$ cat src/rtl/e203_ifu_bhtbpu_if.sv
// Decode-side branch prediction bus: decoded control-transfer fields in, prediction out.
// Purely combinational bundle; no storage or timing of its own.
// Backpressure is carried by bpu_wait, which holds the decoded instruction in place.
// Ports: master drives pc/dec_*/ir_*/rf2bpu_*/upd_*/bpu_flush; slave drives the prediction results.
interface e203_ifu_bhtbpu_if #(
  parameter int PC_SIZE     = 32,
  parameter int XLEN        = 32,
  parameter int RFIDX_WIDTH = 5
);
  // decoded instruction
  logic [PC_SIZE-1:0]     pc;
  logic                   dec_i_valid;
  logic                   dec_jal;
  logic                   dec_jalr;
  logic                   dec_bxx;
  logic                   dec_rv32;
  logic [XLEN-1:0]        dec_bjp_imm;
  logic [RFIDX_WIDTH-1:0] dec_jalr_rs1idx;
  logic [RFIDX_WIDTH-1:0] dec_rdidx;
  // instruction-register hazard view and register-file read data
  logic                   ir_empty;
  logic                   ir_rs1en;
  logic                   jalr_rs1idx_cam_irrdidx;
  logic                   ir_valid_clr;
  logic [XLEN-1:0]        rf2bpu_x1;
  logic [XLEN-1:0]        rf2bpu_rs1;
  // resolution feedback from the execution unit
  logic                   upd_valid;
  logic [PC_SIZE-1:0]     upd_pc;
  logic                   upd_taken;
  logic                   bpu_flush;
  // prediction results
  logic                   bpu_wait;
  logic                   prdt_taken;
  logic [PC_SIZE-1:0]     prdt_pc_add_op1;
  logic [PC_SIZE-1:0]     prdt_pc_add_op2;
  logic                   bpu2rf_rs1_ena;
  logic                   ras_used;

  modport master (
    output pc, dec_i_valid, dec_jal, dec_jalr, dec_bxx, dec_rv32, dec_bjp_imm,
           dec_jalr_rs1idx, dec_rdidx, ir_empty, ir_rs1en, jalr_rs1idx_cam_irrdidx,
           ir_valid_clr, rf2bpu_x1, rf2bpu_rs1, upd_valid, upd_pc, upd_taken, bpu_flush,
    input  bpu_wait, prdt_taken, prdt_pc_add_op1, prdt_pc_add_op2, bpu2rf_rs1_ena, ras_used
  );

  modport slave (
    input  pc, dec_i_valid, dec_jal, dec_jalr, dec_bxx, dec_rv32, dec_bjp_imm,
           dec_jalr_rs1idx, dec_rdidx, ir_empty, ir_rs1en, jalr_rs1idx_cam_irrdidx,
           ir_valid_clr, rf2bpu_x1, rf2bpu_rs1, upd_valid, upd_pc, upd_taken, bpu_flush,
    output bpu_wait, prdt_taken, prdt_pc_add_op1, prdt_pc_add_op2, bpu2rf_rs1_ena, ras_used
  );
endinterface

$ cat src/rtl/e203_ifu_bhtbpu.sv
// IFU branch predictor: 2-bit BHT for conditional branches, return-address stack for calls/returns.
// Prediction is combinational (0 cycles); BHT/RAS updates land on the next rising edge.
// bpu_wait stalls decode while a jalr base register is hazarded or being read from the register file.
// Ports: clk/rst (sync active-high), bus = slave side of e203_ifu_bhtbpu_if.
module e203_ifu_bhtbpu #(
  parameter int PC_SIZE     = 32,
  parameter int XLEN        = 32,
  parameter int RFIDX_WIDTH = 5,
  parameter int BHT_ENTRIES = 16,
  parameter int RAS_DEPTH   = 4
) (
  input  logic              clk,
  input  logic              rst,
  e203_ifu_bhtbpu_if.slave  bus
);

  localparam int IDXW = $clog2(BHT_ENTRIES);
  localparam int RPW  = $clog2(RAS_DEPTH);
  localparam int RCW  = RPW + 1;

  // x1 (ra) and x5 (t0) are the link registers for call/return detection
  function automatic logic is_link(input logic [RFIDX_WIDTH-1:0] r);
    return (r == RFIDX_WIDTH'(1)) || (r == RFIDX_WIDTH'(5));
  endfunction

  // ---------------------------------------------------------------- state
  logic [BHT_ENTRIES-1:0] bht_vld;
  logic [1:0]             bht_cnt [BHT_ENTRIES];
  logic [PC_SIZE-1:0]     ras_mem [RAS_DEPTH];
  logic [RPW-1:0]         ras_ptr;   // next free slot; top is ras_ptr-1
  logic [RCW-1:0]         ras_cnt;   // valid entries, 0..RAS_DEPTH
  logic                   rdrf_r;    // rs1 register-file read issued last cycle

  // ---------------------------------------------------------------- classification
  logic rd_link, rs1_link, is_call, is_ret, is_coret;
  logic ras_empty, ras_full, ras_used;
  logic [RPW-1:0]     top_ptr;
  logic [PC_SIZE-1:0] ras_top;
  logic [PC_SIZE-1:0] push_val;

  assign rd_link   = is_link(bus.dec_rdidx);
  assign rs1_link  = is_link(bus.dec_jalr_rs1idx);
  assign is_call   = (bus.dec_jal | bus.dec_jalr) & rd_link;
  assign is_ret    = bus.dec_jalr & rs1_link & ~rd_link;
  assign is_coret  = bus.dec_jalr & rs1_link & rd_link;

  assign ras_empty = (ras_cnt == '0);
  assign ras_full  = (ras_cnt == RCW'(RAS_DEPTH));
  assign top_ptr   = ras_ptr - RPW'(1);
  assign ras_top   = ras_mem[top_ptr];
  assign push_val  = bus.pc + (bus.dec_rv32 ? PC_SIZE'(4) : PC_SIZE'(2));

  assign ras_used  = bus.dec_jalr & rs1_link & ~bus.dec_jal & (is_ret | is_coret) & ~ras_empty;

  // ---------------------------------------------------------------- jalr base dependency
  logic rs1_x0, rs1_x1, jalr_x1, jalr_xn;
  logic x1_wait, xn_dep, xn_dep_clr, rdrf_set;
  logic bpu_wait, commit;

  assign rs1_x0  = (bus.dec_jalr_rs1idx == '0);
  assign rs1_x1  = (bus.dec_jalr_rs1idx == RFIDX_WIDTH'(1));
  // a RAS hit supplies the target, so the base register never stalls decode
  assign jalr_x1 = bus.dec_jalr & rs1_x1 & ~ras_used;
  assign jalr_xn = bus.dec_jalr & ~rs1_x0 & ~rs1_x1 & ~ras_used;

  assign x1_wait    = bus.dec_i_valid & jalr_x1 & bus.jalr_rs1idx_cam_irrdidx;
  assign xn_dep     = bus.dec_i_valid & jalr_xn & ~bus.ir_empty;
  // the hazard is about to resolve: older instruction leaving IR or not reading rs1
  assign xn_dep_clr = xn_dep & (bus.ir_valid_clr | ~bus.ir_rs1en);
  // issue the register-file read once; data is usable the cycle after
  assign rdrf_set   = ~rdrf_r & bus.dec_i_valid & jalr_xn & (~xn_dep | xn_dep_clr);

  assign bpu_wait = x1_wait | xn_dep | rdrf_set;
  assign commit   = bus.dec_i_valid & ~bpu_wait;

  // ---------------------------------------------------------------- prediction
  logic [IDXW-1:0] ridx, widx;
  logic            bxx_taken;
  logic [PC_SIZE-1:0] op1;

  assign ridx = bus.pc[IDXW:1];
  assign widx = bus.upd_pc[IDXW:1];

  // unseen branch: static backward-taken/forward-not-taken from the offset sign
  assign bxx_taken = bht_vld[ridx] ? bht_cnt[ridx][1] : bus.dec_bjp_imm[XLEN-1];

  always_comb begin
    op1 = bus.pc;
    if (bus.dec_bxx | bus.dec_jal) begin
      op1 = bus.pc;
    end else if (bus.dec_jalr) begin
      if (rs1_x0)       op1 = '0;
      else if (ras_used) op1 = ras_top;
      else if (rs1_x1)  op1 = PC_SIZE'(bus.rf2bpu_x1);
      else              op1 = PC_SIZE'(bus.rf2bpu_rs1);
    end
  end

  assign bus.prdt_taken      = bus.dec_jal | bus.dec_jalr | (bus.dec_bxx & bxx_taken);
  assign bus.prdt_pc_add_op1 = op1;
  assign bus.prdt_pc_add_op2 = bus.dec_bjp_imm[PC_SIZE-1:0];
  assign bus.bpu_wait        = bpu_wait;
  assign bus.bpu2rf_rs1_ena  = rdrf_set;
  assign bus.ras_used        = ras_used;

  // ---------------------------------------------------------------- BHT update
  always_ff @(posedge clk) begin
    if (rst) begin
      bht_vld <= '0;
      for (int i = 0; i < BHT_ENTRIES; i++) bht_cnt[i] <= 2'b01;
    end else if (bus.upd_valid) begin
      if (!bht_vld[widx]) begin
        bht_vld[widx] <= 1'b1;
        bht_cnt[widx] <= bus.upd_taken ? 2'b10 : 2'b01;
      end else if (bus.upd_taken) begin
        if (bht_cnt[widx] != 2'b11) bht_cnt[widx] <= bht_cnt[widx] + 2'b01;
      end else begin
        if (bht_cnt[widx] != 2'b00) bht_cnt[widx] <= bht_cnt[widx] - 2'b01;
      end
    end
  end

  // ---------------------------------------------------------------- RAS update
  logic ras_push, ras_pop, ras_repl;

  // coret on an empty stack degrades to a plain push
  assign ras_push = commit & ((is_call & ~is_ret & ~is_coret) | (is_coret & ras_empty));
  assign ras_pop  = commit & is_ret & ~ras_empty;
  assign ras_repl = commit & is_coret & ~ras_empty;

  always_ff @(posedge clk) begin
    if (rst) begin
      ras_ptr <= '0;
      ras_cnt <= '0;
      for (int i = 0; i < RAS_DEPTH; i++) ras_mem[i] <= '0;
    end else if (bus.bpu_flush) begin
      ras_cnt <= '0;
    end else if (ras_push) begin
      // circular write: when full this overwrites the oldest entry
      ras_mem[ras_ptr] <= push_val;
      ras_ptr          <= ras_ptr + RPW'(1);
      if (!ras_full) ras_cnt <= ras_cnt + RCW'(1);
    end else if (ras_pop) begin
      ras_ptr <= top_ptr;
      ras_cnt <= ras_cnt - RCW'(1);
    end else if (ras_repl) begin
      ras_mem[top_ptr] <= push_val;
    end
  end

  // ---------------------------------------------------------------- rs1 read tracker
  always_ff @(posedge clk) begin
    if (rst) rdrf_r <= 1'b0;
    else     rdrf_r <= rdrf_set;
  end

  logic unused_bits;
  assign unused_bits = ^{bus.upd_pc, bus.dec_bjp_imm, bus.rf2bpu_x1, bus.rf2bpu_rs1};

endmodule

$ cat src/flat_wrapper.sv
// flat-port wrapper written by rule: the top's interface ports become plain ports
module e203_ifu_bhtbpu_flat 
#(
  parameter int PC_SIZE     = 32,
  parameter int XLEN        = 32,
  parameter int RFIDX_WIDTH = 5,
  parameter int BHT_ENTRIES = 16,
  parameter int RAS_DEPTH   = 4
)
  (clk, rst, bus_pc, bus_dec_i_valid, bus_dec_jal, bus_dec_jalr, bus_dec_bxx, bus_dec_rv32, bus_dec_bjp_imm, bus_dec_jalr_rs1idx, bus_dec_rdidx, bus_ir_empty, bus_ir_rs1en, bus_jalr_rs1idx_cam_irrdidx, bus_ir_valid_clr, bus_rf2bpu_x1, bus_rf2bpu_rs1, bus_upd_valid, bus_upd_pc, bus_upd_taken, bus_bpu_flush, bus_bpu_wait, bus_prdt_taken, bus_prdt_pc_add_op1, bus_prdt_pc_add_op2, bus_bpu2rf_rs1_ena, bus_ras_used);
  e203_ifu_bhtbpu_if #(.PC_SIZE(PC_SIZE), .XLEN(XLEN), .RFIDX_WIDTH(RFIDX_WIDTH)) bus_i ();
  input  logic clk;
  input  logic rst;
  input wire logic [$bits(bus_i.pc)-1:0] bus_pc;
  input wire logic [$bits(bus_i.dec_i_valid)-1:0] bus_dec_i_valid;
  input wire logic [$bits(bus_i.dec_jal)-1:0] bus_dec_jal;
  input wire logic [$bits(bus_i.dec_jalr)-1:0] bus_dec_jalr;
  input wire logic [$bits(bus_i.dec_bxx)-1:0] bus_dec_bxx;
  input wire logic [$bits(bus_i.dec_rv32)-1:0] bus_dec_rv32;
  input wire logic [$bits(bus_i.dec_bjp_imm)-1:0] bus_dec_bjp_imm;
  input wire logic [$bits(bus_i.dec_jalr_rs1idx)-1:0] bus_dec_jalr_rs1idx;
  input wire logic [$bits(bus_i.dec_rdidx)-1:0] bus_dec_rdidx;
  input wire logic [$bits(bus_i.ir_empty)-1:0] bus_ir_empty;
  input wire logic [$bits(bus_i.ir_rs1en)-1:0] bus_ir_rs1en;
  input wire logic [$bits(bus_i.jalr_rs1idx_cam_irrdidx)-1:0] bus_jalr_rs1idx_cam_irrdidx;
  input wire logic [$bits(bus_i.ir_valid_clr)-1:0] bus_ir_valid_clr;
  input wire logic [$bits(bus_i.rf2bpu_x1)-1:0] bus_rf2bpu_x1;
  input wire logic [$bits(bus_i.rf2bpu_rs1)-1:0] bus_rf2bpu_rs1;
  input wire logic [$bits(bus_i.upd_valid)-1:0] bus_upd_valid;
  input wire logic [$bits(bus_i.upd_pc)-1:0] bus_upd_pc;
  input wire logic [$bits(bus_i.upd_taken)-1:0] bus_upd_taken;
  input wire logic [$bits(bus_i.bpu_flush)-1:0] bus_bpu_flush;
  output wire logic [$bits(bus_i.bpu_wait)-1:0] bus_bpu_wait;
  output wire logic [$bits(bus_i.prdt_taken)-1:0] bus_prdt_taken;
  output wire logic [$bits(bus_i.prdt_pc_add_op1)-1:0] bus_prdt_pc_add_op1;
  output wire logic [$bits(bus_i.prdt_pc_add_op2)-1:0] bus_prdt_pc_add_op2;
  output wire logic [$bits(bus_i.bpu2rf_rs1_ena)-1:0] bus_bpu2rf_rs1_ena;
  output wire logic [$bits(bus_i.ras_used)-1:0] bus_ras_used;
  assign bus_i.pc = bus_pc;
  assign bus_i.dec_i_valid = bus_dec_i_valid;
  assign bus_i.dec_jal = bus_dec_jal;
  assign bus_i.dec_jalr = bus_dec_jalr;
  assign bus_i.dec_bxx = bus_dec_bxx;
  assign bus_i.dec_rv32 = bus_dec_rv32;
  assign bus_i.dec_bjp_imm = bus_dec_bjp_imm;
  assign bus_i.dec_jalr_rs1idx = bus_dec_jalr_rs1idx;
  assign bus_i.dec_rdidx = bus_dec_rdidx;
  assign bus_i.ir_empty = bus_ir_empty;
  assign bus_i.ir_rs1en = bus_ir_rs1en;
  assign bus_i.jalr_rs1idx_cam_irrdidx = bus_jalr_rs1idx_cam_irrdidx;
  assign bus_i.ir_valid_clr = bus_ir_valid_clr;
  assign bus_i.rf2bpu_x1 = bus_rf2bpu_x1;
  assign bus_i.rf2bpu_rs1 = bus_rf2bpu_rs1;
  assign bus_i.upd_valid = bus_upd_valid;
  assign bus_i.upd_pc = bus_upd_pc;
  assign bus_i.upd_taken = bus_upd_taken;
  assign bus_i.bpu_flush = bus_bpu_flush;
  assign bus_bpu_wait = bus_i.bpu_wait;
  assign bus_prdt_taken = bus_i.prdt_taken;
  assign bus_prdt_pc_add_op1 = bus_i.prdt_pc_add_op1;
  assign bus_prdt_pc_add_op2 = bus_i.prdt_pc_add_op2;
  assign bus_bpu2rf_rs1_ena = bus_i.bpu2rf_rs1_ena;
  assign bus_ras_used = bus_i.ras_used;
  e203_ifu_bhtbpu #(.PC_SIZE(PC_SIZE), .XLEN(XLEN), .RFIDX_WIDTH(RFIDX_WIDTH), .BHT_ENTRIES(BHT_ENTRIES), .RAS_DEPTH(RAS_DEPTH)) u_core (.clk(clk), .rst(rst), .bus(bus_i));
endmodule
$ cat config.mk
export PLATFORM = sky130hd
export DESIGN_NAME = e203_ifu_bhtbpu_flat
export DESIGN_NICKNAME = d
export VERILOG_FILES = /design/src/rtl/e203_ifu_bhtbpu_if.sv /design/src/rtl/e203_ifu_bhtbpu.sv /design/src/flat_wrapper.sv
export SDC_FILE = /design/constraint.sdc
export NUM_CORES = 1
export LEC_CHECK = 0
export CORE_MARGIN = 2
export CORE_UTILIZATION = 46
export DETAILED_ROUTE_END_ITERATION = 7
export PLACE_DENSITY = 0.84
export SYNTH_ARGS = -nofsm -noshare
export SYNTH_HDL_FRONTEND = slang
export SYNTH_SLANG_ARGS = --single-unit
$ cat constraint.sdc
create_clock -name clk -period 3.7 [get_ports clk]
set_clock_uncertainty 0.2 [all_clocks]
set_input_delay 0.74 -clock clk [delete_from_list [all_inputs] [get_ports clk]]
set_output_delay 0.74 -clock clk [all_outputs]
set_load 0.01 [all_outputs]
==> reports/results.txt <==
drt wl/cell -> 23.15 um
Pint -> 3.562 mW
xor and xnor fraction of the mapped netlist area -> 2.397%
largest net degree at the start of global routing -> 42
CTS tree -> done
total net switching power -> 1.194 mW
RSZ-0062 raised after global routing -> true
met3 usage -> 5.694%
final wirelength -> 32,460 um
Final Hold Vio Count -> 0
prevailing post-synth register cell -> edfxtp_1
most frequent cells after synthesis -> edfxtp_1, nor2_1, nor3_1, clkbuf_1, mux4_2
switching part of the total -> 25.10%
minimum clock period -> 3.689 ns
worst vdd ir -> 0.0002717 V
Unique masters post-synth -> 55
crit path DAT -> 2.75 ns
Power, Total -> 4.756 mW
Slew Viols, Final -> 0
PortBufs -> 160
1st-iter DRT viols -> 1,003
Cells after Synth -> 929
simple-gate share of the synthesized area -> 16.60%
met1 Usage GRT -> 31.05%
period utilization -> 99.69%
Diodes inserted -> 0
vias in the first global route -> 8,792
Vias -> 8,774
Power Dens Cells -> 340.3 mW/mm^2
normalized max-slew margin -> 58.58%
HP Class -> reg2reg
CP cell instances -> buf_6 -> or3_4 -> or4_4 -> buf_12 -> buf_16 -> nor2_2 -> a211oi_2 -> a21o_1 -> clkdlybuf4s15_1
worst skew pair latency -> 0.44 ns
async set-or-reset flop fraction in the synthesized netlist -> 0%
CP startpoint kind -> input port
global route hottest layer -> met2
met2 global-route usage -> 46.17%
Post-CTS Hold Fix Bufs -> 0
Post-Synth Adder-Cell Area -> 0.8503%
flops & latches, synth -> 182
First-pass DRT Iterations -> 7
sequential power share -> 48.4%
Rows -> 55
Detail Route Antenna Nets -> 0
final setup margin -> 0.01132 ns
CTS root buffer -> clkbuf_16
area of the mapped netlist -> 0.01060 mm^2
outcome -> completed
GP Congestion -> 0.8668
slowest CP cell -> or4_4
Max FO, Critical Path -> 6
global-route wire length before repair -> 48,550 um
Core Box Area -> 0.02264 mm^2
Die Width -> 155.8 um
Ports -> 252
Worst Max-Slew Pin Slew -> 0.6166 ns
H-tree levels -> 4
CP max stage delay -> 0.58 ns
cell accounting for the most synthesized area -> edfxtp_1
CTS clk-pin slew, worst paths -> 0.07 ns
Synth area leaders -> edfxtp_1, mux4_2, mux2i_1
layout cells sized above 1 -> 25.07%
mux share of post-synthesis cell area -> 15.36%
Yosys warnings -> 0
antenna violations before repair -> 0
synthesized area per cell -> 11.40 um^2
gr usage total -> 26.47%
largest family of logic cells by synthesized area -> simple AND/OR/NAND/NOR gates
Net Count, Synth -> 1,119
EDFF count, synth -> 160
top cell type's share of synthesized area -> 45.35%
WP data required -> 2.76 ns
HPWL Detailed -> 19,620 um
CP Class -> in2out
dpl cell area -> 0.01275 mm^2
Synth Area in Compound Gates -> 9.093%
cts bufs inserted -> 17
routed vias/inst -> 6.258
count leader, synth -> edfxtp_1
Setup crit end kind -> output pin
Final #Nets -> 1,294
pre-CTS WS -> -0.7512 ns
area delta synth->final -> 31.90%
Comb power frac -> 13.5%
Max Cap Viol -> 0
GR Overflow Total -> 0
hold slack -> 0.2855 ns
post-synthesis sequential area ratio -> 49.50%
DRC violations left -> 0
clk sink count -> 182
number of fill cells -> 1,655
final setup vio count -> 0
Die ar. -> 0.02426 mm^2
clock share of power -> 38.1%
Leak -> 5.256 nW
chip height -> 155.8 um
Final Instance Area -> 0.01397 mm^2
Fmax -> 271.1 MHz
initial core utilization -> 46.80%
Max Buffers Root-to-Sink -> 2
[path summary, 6_finish.rpt]
| path | from | end | slack [ns] | cells past startpoint |
|---|---|---|---|---|
| setup reg to reg | u_core.ras_cnt[0] | u_core.ras_mem[0][19] | 0.37 | 9 |
| hold / removal | u_core.ras_cnt[1] | u_core.ras_cnt[1] | 0.29 | 2 |
| hold reg to reg | u_core.ras_cnt[1] | u_core.ras_cnt[1] | 0.29 | 2 |
| setup / recovery | bus_dec_jalr_rs1idx[4] | bus_prdt_pc_add_op1[25] | 0.01 | 9 |
[worst max-delay path, delay by kind of cell]
| kind | cells | cell delay (ns) |
|---|---|---|
| buf+inv | 4 | 0.67 |
| compound gates | 2 | 0.24 |
| simple gates | 3 | 1.10 |
[cell type report]
cell class / count / area [um^2] / area share (%)
clock buffer: 17 / 425.4 / 3.044
multi-input combinational: 614 / 5047 / 36.12
inverter: 35 / 131.4 / 0.9401
timing repair buffer: 254 / 2604 / 18.63
clock inverter: 15 / 163.9 / 1.173
tap: 285 / 356.6 / 2.552
sequential: 182 / 5246 / 37.54
[flip-flops by register name, summed over array words and instances, names as in the netlist]
register / flops
u_core.bht_vld: 16
u_core.bht_cnt: 32
u_core.rdrf_r: 1
u_core.ras_mem: 128
u_core.ras_cnt: 3
u_core.ras_ptr: 2
[cells in the final DEF (no fill, tap or decap), drive strengths merged, types with 11 or more instances in the layout]
master	synthesis	final
nand4b	18	18
mux2i	49	49
a21o	36	36
buf	48	111
nor2	122	122
inv	34	41
nor3	55	55
dfxtp	22	22
nand4	11	11
nand2	32	32
mux4	50	50
clkbuf	51	25
o22ai	13	13
clkdlybuf4s15	0	11
a211oi	49	49
clkdlybuf4s50	0	116
xor2	22	22
edfxtp	160	160
nand3	36	36
nand2b	23	23
[cell families (layout without fill, tap and decap cells)]
group           Yosys count  in the layout
simple gates            349            349
flops                   182            182
buf+inv                 134            321
compound gates          129            130
mux                     100            100
xor+xnor                 29             29
fa+ha+maj                 6              6
[metal layers]
layer  share of wire, %  up-vias
met5                  0        -
met4                4.5        0
met3                9.0      118
met2                 51      548
met1                 35     4270
li1                   -     3838
[power by group through the flow]
stage | Combinational, mW | Clock [mW] | Sequential [mW]
4_1_cts | 0.624 | 1.81 | 2.30
2_1_floorplan | 0.308 | 0 | 2.34
5_1_grt | 0.679 | 1.89 | 2.30
3_5_place_dp | 0.620 | 0 | 2.34
6_report | 0.644 | 1.81 | 2.30
3_3_place_gp | 0.607 | 0 | 2.34
[stage by stage]
stage	util (%)	TNS [ns]	cells
6_report	61.72	0	1402
5_1_grt	61.72	-0.09106	1402
4_1_cts	61.11	0	1400
3_5_place_dp	56.33	-89.49	1344
3_3_place_gp	56.33	-74.41	1344
2_1_floorplan	-	0	929
[what timing repair did]
item,4_1_cts,5_1_grt
buffers inserted,16,1
resized for setup,185,41
endpoints found under the setup margin,36,80
cloned,8,1
pin swaps,6,13
No activity file was read; power rests on OpenSTA's default activity.
